===== src/rtl/tile_pkg.sv =====
// Shared definitions for the tile board renderer: tile word fields,
// colour constants, the face palette and the renderer state encoding.
package tile_pkg;

   // Tile word layout: {id[5:0], face_up, cursor}
   localparam int ID_MSB     = 7;
   localparam int ID_LSB     = 2;
   localparam int FLIP_BIT   = 1;
   localparam int CURSOR_BIT = 0;

   localparam logic [8:0] BACK_COLOUR   = 9'o007;
   localparam logic [8:0] CURSOR_COLOUR = 9'o777;

   // Face palette indexed by id[2:0]; entry 7 is leftmost in the literal.
   localparam logic [7:0][8:0] PALETTE = {
      9'o777, 9'o474, 9'o740, 9'o077, 9'o707, 9'o770, 9'o070, 9'o700
   };

   typedef enum logic [2:0] {
      ST_IDLE,
      ST_ADDR,
      ST_WAIT,
      ST_DRAW,
      ST_DONE
   } state_t;

endpackage


===== src/rtl/tile_board_renderer_if.sv =====
// Bus between the renderer, the tile RAM spare read port and the VGA
// adapter pixel-write port. The renderer uses the slave view.
interface tile_board_renderer_if;
   logic       start;
   logic [3:0] addr;
   logic [7:0] rdata;
   logic [7:0] x;
   logic [6:0] y;
   logic [8:0] colour;
   logic       plot;
   logic       busy;
   logic       done;

   modport master (
      output start, rdata,
      input  addr, x, y, colour, plot, busy, done
   );

   modport slave (
      input  start, rdata,
      output addr, x, y, colour, plot, busy, done
   );
endinterface


===== src/rtl/tile_raster_counter.sv =====
// Walks (px, py) over a TILE_PX x TILE_PX square in raster order,
// px fastest. i_start rewinds to (0,0); o_last flags the final pixel.
module tile_raster_counter #(
   parameter int TILE_PX = 20
) (
   input  logic       clk,
   input  logic       resetn,
   input  logic       i_start,
   input  logic       i_en,
   output logic [4:0] o_px,
   output logic [4:0] o_py,
   output logic       o_last
);
   localparam logic [4:0] LAST = 5'(TILE_PX - 1);

   logic [4:0] r_px;
   logic [4:0] r_py;

   // Raster position: rewind on start, advance one pixel per enabled cycle
   always_ff @(posedge clk) begin
      if (!resetn) begin
         r_px <= '0;
         r_py <= '0;
      end else if (i_start) begin
         r_px <= '0;
         r_py <= '0;
      end else if (i_en) begin
         if (r_px == LAST) begin
            r_px <= '0;
            r_py <= (r_py == LAST) ? 5'd0 : r_py + 5'd1;
         end else begin
            r_px <= r_px + 5'd1;
         end
      end
   end

   assign o_px   = r_px;
   assign o_py   = r_py;
   assign o_last = (r_px == LAST) && (r_py == LAST);
endmodule


===== src/rtl/tile_board_renderer.sv =====
// Repaints the 4x4 tile board from the tile RAM into the VGA pixel port.
// Optional feature macro: TILE_CURSOR_OUTLINE_EN draws a two-pixel white
// outline on tiles whose cursor bit is set.
module tile_board_renderer
   import tile_pkg::*;
#(
   parameter int TILE_PX  = 20,
   parameter int GAP      = 4,
   parameter int ORIGIN_X = 32,
   parameter int ORIGIN_Y = 12,
   parameter int READ_LAT = 2
) (
   input  logic                  clk,
   input  logic                  resetn,
   tile_board_renderer_if.slave  bus
);
   localparam logic [7:0] WAIT_LAST = 8'(READ_LAT - 1);
   localparam logic [8:0] PITCH     = 9'(TILE_PX + GAP);

   state_t     r_state;
   state_t     w_next;
   logic [3:0] r_k;
   logic [7:0] r_wait;
   logic [7:0] r_tile;
   logic [4:0] w_px;
   logic [4:0] w_py;
   logic       w_last;
   logic       w_raster_start;
   logic       w_plot;
   logic       w_busy;
   logic       w_done;
   logic [8:0] w_x9;
   logic [8:0] w_y9;
   logic [8:0] w_face;
   logic [8:0] w_colour;
   logic       w_unused;

   tile_raster_counter #(.TILE_PX(TILE_PX)) u_raster (
      .clk     (clk),
      .resetn  (resetn),
      .i_start (w_raster_start),
      .i_en    (w_plot),
      .o_px    (w_px),
      .o_py    (w_py),
      .o_last  (w_last)
   );

   // State register
   always_ff @(posedge clk) begin
      if (!resetn) r_state <= ST_IDLE;
      else         r_state <= w_next;
   end

   // Next-state and control outputs
   always_comb begin
      w_next         = r_state;
      w_plot         = 1'b0;
      w_busy         = 1'b0;
      w_done         = 1'b0;
      w_raster_start = 1'b0;
      unique case (r_state)
         ST_IDLE: if (bus.start) w_next = ST_ADDR;
         ST_ADDR: begin
            w_busy = 1'b1;
            w_next = ST_WAIT;
         end
         ST_WAIT: begin
            w_busy = 1'b1;
            if (r_wait == WAIT_LAST) begin
               w_next         = ST_DRAW;
               w_raster_start = 1'b1;
            end
         end
         ST_DRAW: begin
            w_busy = 1'b1;
            w_plot = 1'b1;
            if (w_last) w_next = (r_k == 4'd15) ? ST_DONE : ST_ADDR;
         end
         ST_DONE: begin
            w_done = 1'b1;
            w_next = ST_IDLE;
         end
         default: w_next = ST_IDLE;
      endcase
   end

   // Tile index and read-latency counter
   always_ff @(posedge clk) begin
      if (!resetn) begin
         r_k    <= '0;
         r_wait <= '0;
      end else begin
         case (r_state)
            ST_IDLE: if (bus.start) r_k <= '0;
            ST_ADDR: r_wait <= '0;
            ST_WAIT: r_wait <= r_wait + 8'd1;
            ST_DRAW: if (w_last && r_k != 4'd15) r_k <= r_k + 4'd1;
            default: ;
         endcase
      end
   end

   // Capture the tile word once the RAM read has settled
   always_ff @(posedge clk) begin
      if (w_raster_start) r_tile <= bus.rdata;
   end

   assign w_x9   = 9'(ORIGIN_X) + 9'(r_k[1:0]) * PITCH + 9'(w_px);
   assign w_y9   = 9'(ORIGIN_Y) + 9'(r_k[3:2]) * PITCH + 9'(w_py);
   assign w_face = r_tile[FLIP_BIT] ? PALETTE[r_tile[ID_LSB+2:ID_LSB]] : BACK_COLOUR;

`ifdef TILE_CURSOR_OUTLINE_EN
   localparam logic [4:0] EDGE_HI = 5'(TILE_PX - 2);
   logic w_outline;
   assign w_outline = (w_px < 5'd2) || (w_px >= EDGE_HI) ||
                      (w_py < 5'd2) || (w_py >= EDGE_HI);
   assign w_colour  = (r_tile[CURSOR_BIT] && w_outline) ? CURSOR_COLOUR : w_face;
   assign w_unused  = &{1'b0, r_tile[ID_MSB:ID_LSB+3], w_x9[8], w_y9[8:7]};
`else
   assign w_colour  = w_face;
   assign w_unused  = &{1'b0, r_tile[ID_MSB:ID_LSB+3], r_tile[CURSOR_BIT],
                        w_x9[8], w_y9[8:7]};
`endif

   // Pixel outputs are forced to zero outside DRAW so reset values hold
   assign bus.addr   = r_k;
   assign bus.plot   = w_plot;
   assign bus.busy   = w_busy;
   assign bus.done   = w_done;
   assign bus.x      = w_plot ? w_x9[7:0] : 8'd0;
   assign bus.y      = w_plot ? w_y9[6:0] : 7'd0;
   assign bus.colour = w_plot ? w_colour  : 9'd0;
endmodule


===== src/flat_wrapper.sv =====
// flat-port wrapper written by rule: the top's interface ports become plain ports
module tile_board_renderer_flat import tile_pkg::*;
#(
   parameter int TILE_PX  = 20,
   parameter int GAP      = 4,
   parameter int ORIGIN_X = 32,
   parameter int ORIGIN_Y = 12,
   parameter int READ_LAT = 2
)
  (clk, resetn, bus_start, bus_rdata, bus_addr, bus_x, bus_y, bus_colour, bus_plot, bus_busy, bus_done);
  tile_board_renderer_if bus_i ();
  input  logic clk;
  input  logic resetn;
  input wire logic [$bits(bus_i.start)-1:0] bus_start;
  input wire logic [$bits(bus_i.rdata)-1:0] bus_rdata;
  output wire logic [$bits(bus_i.addr)-1:0] bus_addr;
  output wire logic [$bits(bus_i.x)-1:0] bus_x;
  output wire logic [$bits(bus_i.y)-1:0] bus_y;
  output wire logic [$bits(bus_i.colour)-1:0] bus_colour;
  output wire logic [$bits(bus_i.plot)-1:0] bus_plot;
  output wire logic [$bits(bus_i.busy)-1:0] bus_busy;
  output wire logic [$bits(bus_i.done)-1:0] bus_done;
  assign bus_i.start = bus_start;
  assign bus_i.rdata = bus_rdata;
  assign bus_addr = bus_i.addr;
  assign bus_x = bus_i.x;
  assign bus_y = bus_i.y;
  assign bus_colour = bus_i.colour;
  assign bus_plot = bus_i.plot;
  assign bus_busy = bus_i.busy;
  assign bus_done = bus_i.done;
  tile_board_renderer #(.TILE_PX(TILE_PX), .GAP(GAP), .ORIGIN_X(ORIGIN_X), .ORIGIN_Y(ORIGIN_Y), .READ_LAT(READ_LAT)) u_core (.clk(clk), .resetn(resetn), .bus(bus_i));
endmodule

===== config.mk =====
export PLATFORM = sky130hd
export DESIGN_NAME = tile_board_renderer_flat
export DESIGN_NICKNAME = d
export VERILOG_FILES = /design/src/rtl/tile_pkg.sv /design/src/rtl/tile_board_renderer_if.sv /design/src/rtl/tile_raster_counter.sv /design/src/rtl/tile_board_renderer.sv /design/src/flat_wrapper.sv
export SDC_FILE = /design/constraint.sdc
export NUM_CORES = 1
export LEC_CHECK = 0
export ABC_CLOCK_PERIOD_IN_PS = 3340
export CAP_MARGIN = 20
export CELL_PAD_IN_SITES_DETAIL_PLACEMENT = 1
export CELL_PAD_IN_SITES_GLOBAL_PLACEMENT = 1
export CORE_MARGIN = 2
export CORE_UTILIZATION = 42
export CTS_CLUSTER_SIZE = 8
export DETAILED_ROUTE_END_ITERATION = 6
export PLACE_DENSITY_LB_ADDON = 0.1
export SKIP_LAST_GASP = 1
export SLEW_MARGIN = 5
export SYNTH_ARGS = -nofsm -noshare
export SYNTH_HDL_FRONTEND = slang
export SYNTH_SLANG_ARGS = --single-unit

===== constraint.sdc =====
create_clock -name clk -period 3.34 [get_ports clk]
set_input_delay 0.334 -clock clk [delete_from_list [all_inputs] [get_ports clk]]
set_output_delay 0.334 -clock clk [all_outputs]
set_load 0.005 [all_outputs]

=== After elaboration in Yosys (flattened, before gate mapping) ===
Memories as Yosys holds them, arrays and structs flattened. A register that Yosys moved wholly into a read port is not among the register bits.
Index checks and enable logic that the tools add are counted.

* Memories kept: 1
* Register bits: 30
* Bits in latches: 0
* ROM bits: 72
* Logic and storage cells: 64
* Input port bits: 11
* RAM bits: 0
* Output and inout bits: 31

* Add/subtract/negate cells: 8
* Shift-type cells: 0
* Divide/modulo/power cells: 0
* Reduce and logical (&&, ||, !) cells: 10
* Magnitude comparators: 1
* Bitwise gates (word level): 1
* Eq/ne operators: 13
* Multiply operators: 2
* Multiplexer cells: 22

{| class="wikitable"
|+ Memories
! memory !! words !! bits a word !! rd ports !! clocked after Yosys merged registers in !! write ports !! RTL line !! RTL
|-
| (name not given) || 8 || 9 || 1 || 1 || 0 || tile_board_renderer.sv:110 || <nowiki>assign w_face = r_tile[FLIP_BIT] ? PALETTE[r_tile[ID_LSB+2:ID_LSB]] : BACK_COLOUR;</nowiki>
|}

{| class="wikitable"
|+ Operators by type and width
! operator !! number
|-
| $mux 9 || 3
|-
| $pmux 8 s2 || 1
|-
| $mux 3 || 5
|-
| $pmux 3 s4 || 1
|-
| $add 5x1->5 const B || 2
|-
| $eq 5x5->1 const B || 2
|-
| $mux 5 || 2
|-
| $add 6x7->8 const A || 1
|-
| $add 8x1->8 const B || 1
|-
| $add 8x5->8 || 1
|-
| $eq 8x1->1 const B || 1
|-
| $mul 2x2->4 const B || 2
|-
| $mux 4 || 2
|-
| $mux 8 || 1
|-
| $pmux 4 s2 || 1
|-
| $add 4x7->7 const A || 1
|-
| $add 7x5->7 || 1
|-
| $mux 7 || 1
|-
| $eq 3x2->1 const B || 2
|-
| $ne 2x1->1 const B || 3
|-
| $reduce_and 3->1 || 2
|-
| $mux 1 || 5
|-
| $add 4x1->4 const B || 1
|-
| $eq 4x4->1 const B || 1
|-
| 12 further kinds || 14
|}

=== Depth between registers and ports, before layout ===
* Depth in word-level cells: 5
* Gate-level depth with buffers: 9
* Depth with buffers taken out: 9

=== Hierarchy ===
Synthesis repeated with hierarchy kept, for this count alone.

* Cell total of the unflattened synthesis: 267
* Area, all modules: 2,302.2 sq um

{| class="wikitable"
|+ By module, submodules not included
! module !! instances !! area each (sq um) !! sequential area each (sq um) !! cells each
|-
| tile_board_renderer || 1 || 1,791.7 || 540.5 || 209
|-
| tile_raster_counter || 1 || 510.5 || 200.2 || 58
|}

=== Worst setup path before layout ===
No wires, ideal clock.

* Path kind: flip-flop to output port
* Start point: register u_core.r_k[2] (netlist: u_core.bus.addr[2])
* End point: output bus_y[6]
* Path slack: 1,089 ps
* Cell stages (with the launch flop): 10
* Arrival: 1,917 ps
* Buffers on the path: 0
* Required time: 3,006 ps
* Path through: dfxtp_1 -> inv_1 -> ha_1 -> inv_1 -> ha_1 -> ha_1 -> a21o_1 -> a21oi_1 -> xor2_1 -> nor2_1

* Cells in the longest elaborated chain, start to end: 4

{| class="wikitable"
|+ Ends and longest elaborated chain
! item !! RTL line !! RTL
|-
| from (decl) || tile_board_renderer.sv:22 || <nowiki>logic [3:0] r_k;</nowiki>
|-
| from (signal assigned) || tile_board_renderer.sv:97 || <nowiki>ST_DRAW: if (w_last && r_k != 4'd15) r_k <= r_k + 4'd1;</nowiki>
|-
| $mul 2x2->4 || tile_board_renderer.sv:109 || <nowiki>assign w_y9 = 9'(ORIGIN_Y) + 9'(r_k[3:2]) * PITCH + 9'(w_py);</nowiki>
|-
| $add 4x7->7 || tile_board_renderer.sv:109 ||
|-
| $add 7x5->7 || tile_board_renderer.sv:109 ||
|-
| $mux 7 || tile_board_renderer.sv:131 || <nowiki>assign bus.y = w_plot ? w_y9[6:0] : 7'd0;</nowiki>
|-
| to (decl) || flat_wrapper.sv:18 || <nowiki>output wire logic [$bits(bus_i.y)-1:0] bus_y;</nowiki>
|}

Every way passes these cells.

=== Worst setup path in the final report ===
Ends and elaborated chain as after synthesis.

==> qor.yml <==
layout:
  n_fill_cell: 630
  n_antenna_cell: 0
  drive_gt1_share_pct: 8.45
  area_growth_pct: 23.3
  final_nets: 315
  final_area_mm2: 0.00271
floorplan:
  pin_count: 42
  die-area_mm2: 0.00583
  coreArea_mm2: 0.00507
  rows: 26
  start_util_pct: 43.3
  die_y_um: 76.4
  die_x_um: 76.4
route:
  post_drt_wl_per_cell_um: 13.8
  drcViolationCount: 0
  via_per_inst: 5.25
  ant_nets: 0
  drt_iter0_markers: 66
  drt_first_pass_iters: 3
  via_count: 1860
  routed_wl_mm: 4.90
power_and_ir_drop:
  power.density_mw_per_mm2: 366
  p_leak_nw: 1.11
  peakVddDrop_mv: 0.366
sta:
  final.setup.tns_ns: 0
  rsz0062_at_grt: "no"
  setup_viol: 0
  fin_crit_sh_pct: 92.9
  max-slew-margin-rel_pct: 60.7
  fmax_mhz: 322
  tightestPinTransition_ns: 0.588
  slew_viol_final: 0
  skew_ns: 0.0105
  fin_crit_ns: 3.10
  hold_violations: 0
logic_synthesis:
  ys_ff_latch: 35
  synth.yosys.seq_area_share_pct: 33.7
  syn_nets: 280
  synth_edf_count: 4
  syn_area_per_cell_um2: 8.87
  synth-main-ff-cell: "dfxtp_1"
  ys_types: 51
  ys_warn_count: 0
  synthCells: 248
  async_flop_share_pct: 0
  syn_area_mm2: 0.00220
grt:
  overflow: 0
  antenna_found_initial: 0
  grt_pass1_wl_mm: 8.78
  grt_pass1_vias: 1891
  grt_max_degree: 21
  grtUsageTotal_pct: 18.3
clocking:
  post_cts_buffers: 0
  cts_max_level: 2
  cts_tree: "done"
  cts_inserted_buffers: 5
  cts-hold-fix-buffers: 0
  cts.sinks: 35
  postCtsResizedCells: 0
  clock_latency_ns: 0.28
  clkTransAtPathRegs_ns: 0.08
  root_buffer: "clkbuf_8"
  cts_max_path_buffers: 2
outcome:
  status: "completed"
place:
  place_area_mm2: 0.00261
  gp_congestion: 0.796
  port_buffers: 37
  hpwl_mm: 3.73
worst_setup_path:
  required_ns: 3.01
  r2r-start: "u_core.r_state[1]"
  worstSetupStartpointType: "register"
  reg2reg_slack_ns: 1.13
  crit_fanout: 6
  arrival_ns: 2.77
  worstSetupPathType: "register to output pin"
  rr_worst_depth: 5
  critPathCaptureType: "output pin"
hold_path:
  hold_end: "u_core.u_raster.o_px[1]"
  hold_depth: 2
  hp-class: "register to register"
  worstHoldStart: "u_core.u_raster.o_px[1]"
flow_run:
  max_cap_violations: 0
-- worst max-delay path by stage --
stage	from	cells past startpoint	slack (ns)	endpoint
2_1_floorplan	u_core.bus.addr[2]	9	1.09	bus_y[6]
5_1_grt	u_core.bus.addr[2]	10	0.003	bus_y[6]
3_3_place_gp	u_core.bus.addr[2]	10	0.54	bus_y[6]
3_5_place_dp	u_core.bus.addr[2]	10	0.53	bus_y[6]
6_report	u_core.bus.addr[2]	10	0.24	bus_y[6]
4_1_cts	u_core.bus.addr[2]	10	0.20	bus_y[6]
-- per-layer routing --
| layer | up-vias | part of all wire, % | global-route usage [%] | wire length (um) |
|---|---|---|---|---|
| met5 | - | 0 | 0 | 0 |
| met1 | 890 | 45 | 21.6 | 2210 |
| met3 | 5 | 2.4 | 3.32 | 118 |
| li1 | 942 | - | - | - |
| met4 | 0 | 0.78 | 3.82 | 38 |
| met2 | 23 | 52 | 34.3 | 2530 |
-- synthesized netlist by cell type (3+ instances only) --
cell type,instances,share of area (%)
ha_1,19,11
buf_4,6,2.0
nor2_1,25,4.3
edfxtp_1,4,5.5
and3_1,7,2.0
a21oi_1,21,4.8
mux2i_1,6,2.7
nor3_1,6,1.4
o21ai_0,7,1.6
xor2_1,3,1.2
nand2b_1,4,1.1
nand4_1,6,1.7
nor2b_1,4,1.1
nand3_1,6,1.4
inv_1,18,3.1
dfxtp_1,31,28
buf_2,3,0.68
and2_1,8,2.3
mux2_2,4,2.0
a31oi_1,5,1.4
nand2_1,14,2.4
-- through the flow --
stage	instances	power [mW]	util, %	hold WS (ns)	setup WS [ns]
final	354	0.993	53.5	0.503	0.238
after global routing	354	1.05	53.5	0.557	0.00338
after CTS	354	1.01	53.5	0.501	0.204
after detailed placement	346	0.631	51.3	0.488	0.528
after global placement	346	0.628	51.3	0.481	0.542
after floorplan	248	0.574	-	0.433	1.09
-- report_power, final --
part | switching [mW] | total [mW] | leakage, nW | internal (mW)
clock | 0.154 | 0.373 | 0.0556 | 0.219
combinational | 0.0824 | 0.160 | 0.764 | 0.0776
sequential | 0.0229 | 0.460 | 0.288 | 0.437
total | 0.259 | 0.993 | 1.11 | 0.734
-- cell families after synthesis --
logic type	count (synthesis)	share of synthesized area, %
compound gates	45	12.1
flops	35	33.7
simple gates	100	26.8
fa+ha+maj	21	12.6
xor+xnor	5	1.99
mux	12	6.48
buf+inv	30	6.31
-- worst max-delay path: stages, from the launching register on --
cell             delay (ns)
dfxtp_1                0.43
inv_1                  0.12
ha_1                   0.29
inv_1                  0.04
ha_1                   0.31
ha_1                   0.31
a21o_1                 0.18
a21oi_1                0.16
xor2_1                 0.08
nor2_1                 0.08
clkdlybuf4s50_1        0.50
-- cell type report --
cell class | instances | area (um2) | share of cell area (%)
Clock buffer | 5 | 68.8 | 2.54
Clock inverter | 3 | 38.8 | 1.43
Inverter | 19 | 71.3 | 2.63
Multi-Input combinational cell | 183 | 1320 | 48.7
Sequential cell | 35 | 741 | 27.3
Tap cell | 70 | 87.6 | 3.23
Timing Repair Buffer | 39 | 385 | 14.2
-- placed cells by master (no fill, tap or decap), types with 7 or more instances in the layout --
cell	count
dfxtp_1	31
nand2_1	14
o21ai_0	7
ha_1	19
nor2_1	25
clkdlybuf4s50_1	37
a21oi_1	21
inv_1	18
and2_1	8
and3_1	7
Note: power is estimated with default switching activity, not from simulation.
